## config.mk

```make
export PLATFORM = sky130hd
export DESIGN_NAME = ps2_host_tx
export DESIGN_NICKNAME = d
export VERILOG_FILES = /design/src/rtl/ps2_host_tx.sv
export SDC_FILE = /design/constraint.sdc
export NUM_CORES = 1
export LEC_CHECK = 0
export CELL_PAD_IN_SITES_DETAIL_PLACEMENT = 1
export CELL_PAD_IN_SITES_GLOBAL_PLACEMENT = 1
export CORE_MARGIN = 1
export CORE_UTILIZATION = 44
export DETAILED_ROUTE_END_ITERATION = 10
export PLACE_DENSITY_LB_ADDON = 0.08
export SYNTH_ARGS = -nofsm -noshare
export SYNTH_HDL_FRONTEND = slang
export SYNTH_SLANG_ARGS = --single-unit
```

## constraint.sdc

```tcl
create_clock -name clk -period 2.8 [get_ports clk]
set_input_delay 0.28 -clock clk [delete_from_list [all_inputs] [get_ports clk]]
set_output_delay 0.28 -clock clk [all_outputs]
set_load 0.05 [all_outputs]
```

## src/rtl/ps2_host_tx.sv

```systemverilog
// ps2_host_tx: host-to-device transmitter for a PS/2 keyboard port.
// It sends one command byte (for example 0xED, set LEDs) using the PS/2
// request-to-send sequence:
//   1. Inhibit the bus by holding CLK low.
//   2. Pull DATA low as the start bit.
//   3. Release CLK.
//   4. Shift out the data bits, parity and stop on the device's falling
//      clock edges.
//   5. Check the device's ACK.
//   6. Wait for the bus to go idle.
//
// Ports:
//   clk, reset        system clock; synchronous active-high reset
//   tx_data, tx_start byte to send; single-cycle request, accepted only when idle
//   ps2_clk_in/dat_in raw PS/2 pin levels (asynchronous)
//   ps2_clk_oe/dat_oe 1 = pull the line low, 0 = release it (open-drain)
//   busy              high whenever a frame is in progress
//   tx_done/tx_error  one-cycle completion pulses (ACKed / timeout or NACK)
module ps2_host_tx #(
    parameter int CLK_INHIBIT_CYCLES = 5000,
    parameter int START_TIMEOUT      = 750000,
    parameter int PACKET_TIMEOUT     = 100000
) (
    input  logic       clk,
    input  logic       reset,
    input  logic [7:0] tx_data,
    input  logic       tx_start,
    input  logic       ps2_clk_in,
    input  logic       ps2_dat_in,
    output logic       ps2_clk_oe,
    output logic       ps2_dat_oe,
    output logic       busy,
    output logic       tx_done,
    output logic       tx_error
);
    typedef enum logic [2:0] {IDLE, INHIBIT, REQ, SEND, ACK, WAIT_IDLE} state_t;

    localparam logic [19:0] INH_LAST   = 20'(CLK_INHIBIT_CYCLES - 1);
    localparam logic [19:0] START_LAST = 20'(START_TIMEOUT - 1);
    localparam logic [19:0] PKT_LAST   = 20'(PACKET_TIMEOUT - 1);

    state_t      state, state_nx;
    logic        clk_s1, clk_s2, clk_prev, dat_s1, dat_s2;
    logic        fall;
    logic [7:0]  byte_q, byte_nx;
    logic        par_q, par_nx;
    logic [3:0]  bit_q, bit_nx;
    logic [19:0] cnt, cnt_nx;
    logic        dat_oe_q, dat_oe_nx;
    logic        done_q, done_nx, err_q, err_nx;

    assign fall = clk_prev & ~clk_s2;

    always_ff @(posedge clk) begin
        if (reset) begin
            // The synchronizers reset to the idle-bus level so that no false edge follows reset.
            clk_s1   <= 1'b1;
            clk_s2   <= 1'b1;
            clk_prev <= 1'b1;
            dat_s1   <= 1'b1;
            dat_s2   <= 1'b1;
            state    <= IDLE;
            byte_q   <= '0;
            par_q    <= 1'b0;
            bit_q    <= '0;
            cnt      <= '0;
            dat_oe_q <= 1'b0;
            done_q   <= 1'b0;
            err_q    <= 1'b0;
        end else begin
            clk_s1   <= ps2_clk_in;
            clk_s2   <= clk_s1;
            clk_prev <= clk_s2;
            dat_s1   <= ps2_dat_in;
            dat_s2   <= dat_s1;
            state    <= state_nx;
            byte_q   <= byte_nx;
            par_q    <= par_nx;
            bit_q    <= bit_nx;
            cnt      <= cnt_nx;
            dat_oe_q <= dat_oe_nx;
            done_q   <= done_nx;
            err_q    <= err_nx;
        end
    end

    // One saturating counter does two jobs:
    //   - it times the inhibit period;
    //   - from SEND entry onward it is the frame timeout.
    // It restarts at SEND entry and again at the first device falling edge.
    always_comb begin
        state_nx  = state;
        byte_nx   = byte_q;
        par_nx    = par_q;
        bit_nx    = bit_q;
        dat_oe_nx = dat_oe_q;
        done_nx   = 1'b0;
        err_nx    = 1'b0;
        cnt_nx    = (cnt == 20'hFFFFF) ? cnt : cnt + 20'd1;

        case (state)
            IDLE: begin
                dat_oe_nx = 1'b0;
                cnt_nx    = '0;
                if (tx_start) begin
                    byte_nx  = tx_data;
                    par_nx   = ~^tx_data;
                    bit_nx   = '0;
                    state_nx = INHIBIT;
                end
            end
            INHIBIT: begin
                if (cnt == INH_LAST) begin
                    state_nx  = REQ;
                    dat_oe_nx = 1'b1;       // start bit
                end
            end
            REQ: begin
                state_nx = SEND;
                cnt_nx   = '0;
            end
            SEND: begin
                if (fall) begin
                    if (bit_q == 4'd0) cnt_nx = '0;
                    bit_nx = bit_q + 4'd1;
                    if (bit_q < 4'd8) begin
                        dat_oe_nx = ~byte_q[bit_q[2:0]];
                    end else if (bit_q == 4'd8) begin
                        dat_oe_nx = ~par_q;
                    end else begin
                        dat_oe_nx = 1'b0;   // stop bit: release DATA
                        state_nx  = ACK;
                    end
                end else if ((bit_q == 4'd0) ? (cnt >= START_LAST) : (cnt >= PKT_LAST)) begin
                    state_nx  = IDLE;
                    dat_oe_nx = 1'b0;
                    err_nx    = 1'b1;
                end
            end
            ACK: begin
                dat_oe_nx = 1'b0;
                if (fall) begin
                    if (dat_s2) begin
                        state_nx = IDLE;
                        err_nx   = 1'b1;
                    end else begin
                        state_nx = WAIT_IDLE;
                    end
                end else if (cnt >= PKT_LAST) begin
                    state_nx = IDLE;
                    err_nx   = 1'b1;
                end
            end
            WAIT_IDLE: begin
                if (clk_s2 && dat_s2) begin
                    state_nx = IDLE;
                    done_nx  = 1'b1;
                end else if (cnt >= PKT_LAST) begin
                    state_nx = IDLE;
                    err_nx   = 1'b1;
                end
            end
            default: state_nx = IDLE;
        endcase
    end

    assign ps2_clk_oe = (state == INHIBIT) || (state == REQ);
    assign ps2_dat_oe = dat_oe_q;
    assign busy       = (state != IDLE);
    assign tx_done    = done_q;
    assign tx_error   = err_q;
endmodule

```

### Yosys cells after proc, flatten, opt, wreduce, memory -nomap -nowiden

Index checks and enable logic that the tools add are counted.

| word-level totals | value |
|---|---|
| bits in registers | 44 |
| output and inout bits | 5 |
| bits of input ports | 13 |
| logic and storage cells | 88 |

| cells by class | value |
|---|---|
| bitwise logic cells | 5 |
| $add $sub $neg | 2 |
| multiplexer cells | 35 |
| magnitude comparators | 4 |
| equal/unequal tests | 14 |
| reduce and logical (&&, ||, !) cells | 15 |

Operators by type and width:

| cell | count |
|---|---|
| 2-to-1 mux 20 bit | 3 |
| one-hot mux 20 bit (2 select lines) | 1 |
| 2-to-1 mux 3 bit | 10 |
| adder 20 x 1 -> 20 bit (second input constant) | 1 |
| equality test 20 x 13 -> 1 bit (second input constant) | 1 |
| equality test 20 bit (second input constant) | 1 |
| >= comparator 20 x 17 -> 1 bit (second input constant) | 1 |
| >= comparator 20 bit (second input constant) | 1 |
| one-hot mux 3 bit (6 select lines) | 1 |
| 2-to-1 mux 1 bit | 14 |
| inequality test 3 bit (second input constant) | 3 |
| 2-to-1 mux 4 bit | 2 |
| one-hot mux 4 bit (2 select lines) | 1 |
| XNOR reduction 8 bit | 1 |
| equality test 3 x 2 -> 1 bit (second input constant) | 2 |
| equality test 3 bit (second input constant) | 2 |
| inequality test 2 bit (second input constant) | 3 |
| one-hot mux 1 bit (3 select lines) | 2 |
| AND reduction 3 bit | 2 |
| nonzero test 3 bit | 2 |
| OR reduction 2 bit | 3 |
| AND reduction 5 bit | 1 |
| adder 4 x 1 -> 4 bit (second input constant) | 1 |
| equality test 4 bit (second input constant) | 1 |
| 12 further kinds | 15 |

### Logic depth before layout (Yosys ltp)

| depth | value |
|---|---|
| word-level depth | 6 |
| depth in mapped cells | 8 |
| mapped depth without buffers | 7 |

### Worst setup path after synthesis

OpenSTA, ideal clock, no wires.

| timing | value |
|---|---|
| kind | register to register |
| start point | register bit_q[0] |
| end point | register state[1] |
| cell stages (with the launch flop) | 8 |
| clock period less this slack | 2,034 ps |
| slack | 766 ps |
| path buffers | 0 |
| arrival | 1,911 ps |
| cells stage by stage | dfxtp_1 inv_1 ha_1 nor3b_2 nor4bb_1 a21oi_1 a211oi_4 mux2_1 |

| on the way | value |
|---|---|
| word-level cells in the longest chain between the ends | 4 |
| elaborated cells on any way between the ends | 8 |

Ends and longest elaborated chain:

| item | line | RTL |
|---|---|---|
| start, declared | 47 | `logic [3:0] bit_q, bit_nx;` |
| start signal, assigned | 79 | `bit_q <= bit_nx;` |
| parallel branches: the longest is 3 deep, another holds < comparator 4 bit | -- |  |
| AND reduction 5 bit (no line) (*) | -- |  |
| end signal, assigned | 76 | `state <= state_nx;` |
| end, declared | 42 | `state_t state, state_nx;` |

Mark *: on every way between the ends.
A chain may end at the register's enable or synchronous reset.

### Worst setup path in the final report

Same ends and word-level chain as after synthesis.

==> impl_metrics.ini <==
[yosys]
synth_area_leaders = dfxtp_1 35%, xnor2_1 4.6%, xor2_1 4.6%, nand2_1 4.4%, a21oi_1 3.6%
synth_top_area_share_pct = 35.4
synth_edf_count = 0
syn_inst = 287
yosys_warnings = 0
yosys.area.top_type = dfxtp_1
ys_types = 57
synthArstFlopShare_pct = 0
ys_seq_elements = 44
syn_nets = 303
netlist_area_um2 = 2490
synth_flop_cell = dfxtp_1
syn_avg_cell_area_um2 = 8.67
synth-seq-area-share_pct = 35.4

[placement]
numPortBuffers = 17
dp.final_hpwl_mm = 4.20
dp.cells = 362
gpl.final_weighted_congestion = 0.800

[cells_and_area]
antenna_cells = 0
drive_above_1_share_pct = 11.7
area_delta_synth_final_pct = 13.6
nFillCells = 681
layout_commonest_cell = dfxtp_1
layout_common_cells = 44 x dfxtp_1, 29 x nand2_1, 22 x nor2_1
finalNetCount = 313
layout.cells.non_filler = 370

[timing]
grt_setup_unrepaired = no
slew_violations = 0
skew_ns = 0.00665
hold_violations = 0
tightestPinTransition_ns = 0.626
slew-limit-headroom_pct = 58.1
period_needed_ns = 2.40
tns_ns = 0
finalCritPeriodShare_pct = 85.6
timing.fmax_mhz = 417
finalSetupViolCount = 0

[cts]
cts-buffers-inserted = 5
cts_resized = 0
htreeDepth = 2
clk_path_buf_depth = 2
ctsHoldBuffers = 0
cts_tree = yes
root_buffer = clkbuf_8
clock_latency_ns = 0.30
cts_setup_buffers = 0
clk_pin_slew_ns = 0.09
cts.sinks = 44

[global_route]
gr-usage-met1_pct = 26.2
grtUsageTotal_pct = 20.9
grt_pass1_vias = 2051
grt_max_degree = 26
grt.busiest_layer = met2
use_met3_pct = 3.57
grt_overflow_total = 0
grt_pass1_wl_mm = 9.98
grt_util_met2_pct = 35.9
antenna_found_initial = 0

[setup_path]
critPathTopFamily = simple AND/OR/NAND/NOR gates
crit_type = reg -> reg
crit_path_end_kind = flip-flop
slowest_delay_ns = 0.37
crit_fanout = 4
crit_buf_inv = 1
startpoint_type = flip-flop
cp.arrival_ns = 2.60
slowest_stage = dfxtp_1
crit_chain = inv_1, ha_1, nor3b_2, nor4bb_1, a21oi_1, a211oi_4, mux2_1
crit_required_ns = 3.00

[power]
switching_share_pct = 33.3
p_int_mw = 1.19
power_leakage_nw = 0.950
power_frac_clock_pct = 30.7
p_total_mw = 1.78
pwr-share-seq_pct = 41.5
powerDensity_nw_per_um2 = 632
comb_power_share_pct = 27.9
power.switching_uw = 594
vdd_drop_max_mv = 0.320

[floorplan]
dieHeight_um = 77.2
die_area_um2 = 5960
row_count = 27
initial_core_util_pct = 45.5
num_io_pins = 18
core_area_um2 = 5470
die_w_um = 77.2

[route]
wl_per_cell_um = 16.2
vias = 2130
drtIter0Drc = 149
ant_nets = 0
drc_errors = 0
first_pass_iters = 4
wl_mm = 5.99
routed_via_density = 5.76

[flow_run]
drv_cap = 0

[run_status]
status = finished, final reports clean

[hold_path]
hold_class = reg -> reg
-- through the flow --
step | hold slack, ns | setup WS (ns) | instance area, µm² | utilization [%]
floorplan | 0.384 | 0.766 | 2490 | -
global placement | 0.404 | 0.638 | 2700 | 49.3
detailed placement | 0.399 | 0.450 | 2700 | 49.3
CTS | 0.426 | 0.399 | 2830 | 51.6
global route | 0.440 | 0.186 | 2830 | 51.6
finish | 0.421 | 0.403 | 2830 | 51.6
-- routing by layer --
layer,wire [µm],vias up
met2,2930,23
met3,140,5
li1,-,1051
met4,61,0
met5,0,-
met1,2870,1051
-- cell type report --
class / instances / area (µm²) / area share, %
clock inverter: 1 / 30.0 / 1.06
clock buffer: 7 / 96.3 / 3.41
timing repair buffer: 21 / 200 / 7.09
sequential: 44 / 881 / 31.2
tap: 72 / 90.1 / 3.19
inverter: 8 / 30.0 / 1.06
multi-input combinational: 217 / 1500 / 53.0
-- cells in the mapped netlist, types with 2 or more instances --
cell type	n
or2_1	3
o2111ai_1	5
or2_2	5
xnor2_1	13
nor4_1	3
a31oi_1	6
inv_1	8
mux4_2	2
buf_2	6
nor2b_1	4
clkbuf_1	11
nor4bb_1	3
o211ai_1	6
and3_1	5
nand2b_1	3
and2_1	2
nand2_1	29
nor3_1	9
nor2_2	2
nand3_1	7
nor3b_2	2
o21a_1	2
dfxtp_1	44
a21oi_1	18
and4_1	6
nand3b_1	2
nand4_4	2
mux2_1	2
a311oi_1	2
xor2_1	13
o21ai_0	12
nor2_1	22
ha_1	3
nand4_1	2
-- power by group through the flow --
stage / combinational, mW / sequential, mW / clock (mW)
after floorplan: 0.375 / 0.734 / 0
after global placement: 0.493 / 0.754 / 0
after detailed placement: 0.504 / 0.753 / 0
after CTS: 0.505 / 0.738 / 0.557
after global routing: 0.544 / 0.745 / 0.585
final: 0.498 / 0.740 / 0.547
-- sequential cells by signal, summed over array words and instances, names as in the netlist --
name	flops
bit_q	4
byte_q	8
clk_prev	1
clk_s1	1
clk_s2	1
cnt	20
dat_s1	1
dat_s2	1
par_q	1
ps2_dat_oe	1
state	3
tx_done	1
tx_error	1
-- logic make-up (layout without fill, tap and decap cells) --
group	Yosys count	count (layout)	share of synthesized area, %
and+or+nand+nor	120	120	28.5
AOI/OAI and AO/OA	62	62	17.5
DFF	44	44	35.4
xor gates and xnor gates	26	26	9.15
buffers and inverters	26	37	4.38
muxes	6	6	3.57
adders and majority gates	3	3	1.51
-- worst paths after layout --
path,endpoint,start,depth (start not counted),slack (ns)
setup reg to reg,state[1],bit_q[0],7,0.40
setup / recovery,state[1],bit_q[0],7,0.40
hold / removal,clk_s2,clk_s1,1,0.42
hold reg to reg,clk_s2,clk_s1,1,0.42
(Power assumes the default switching activity.)
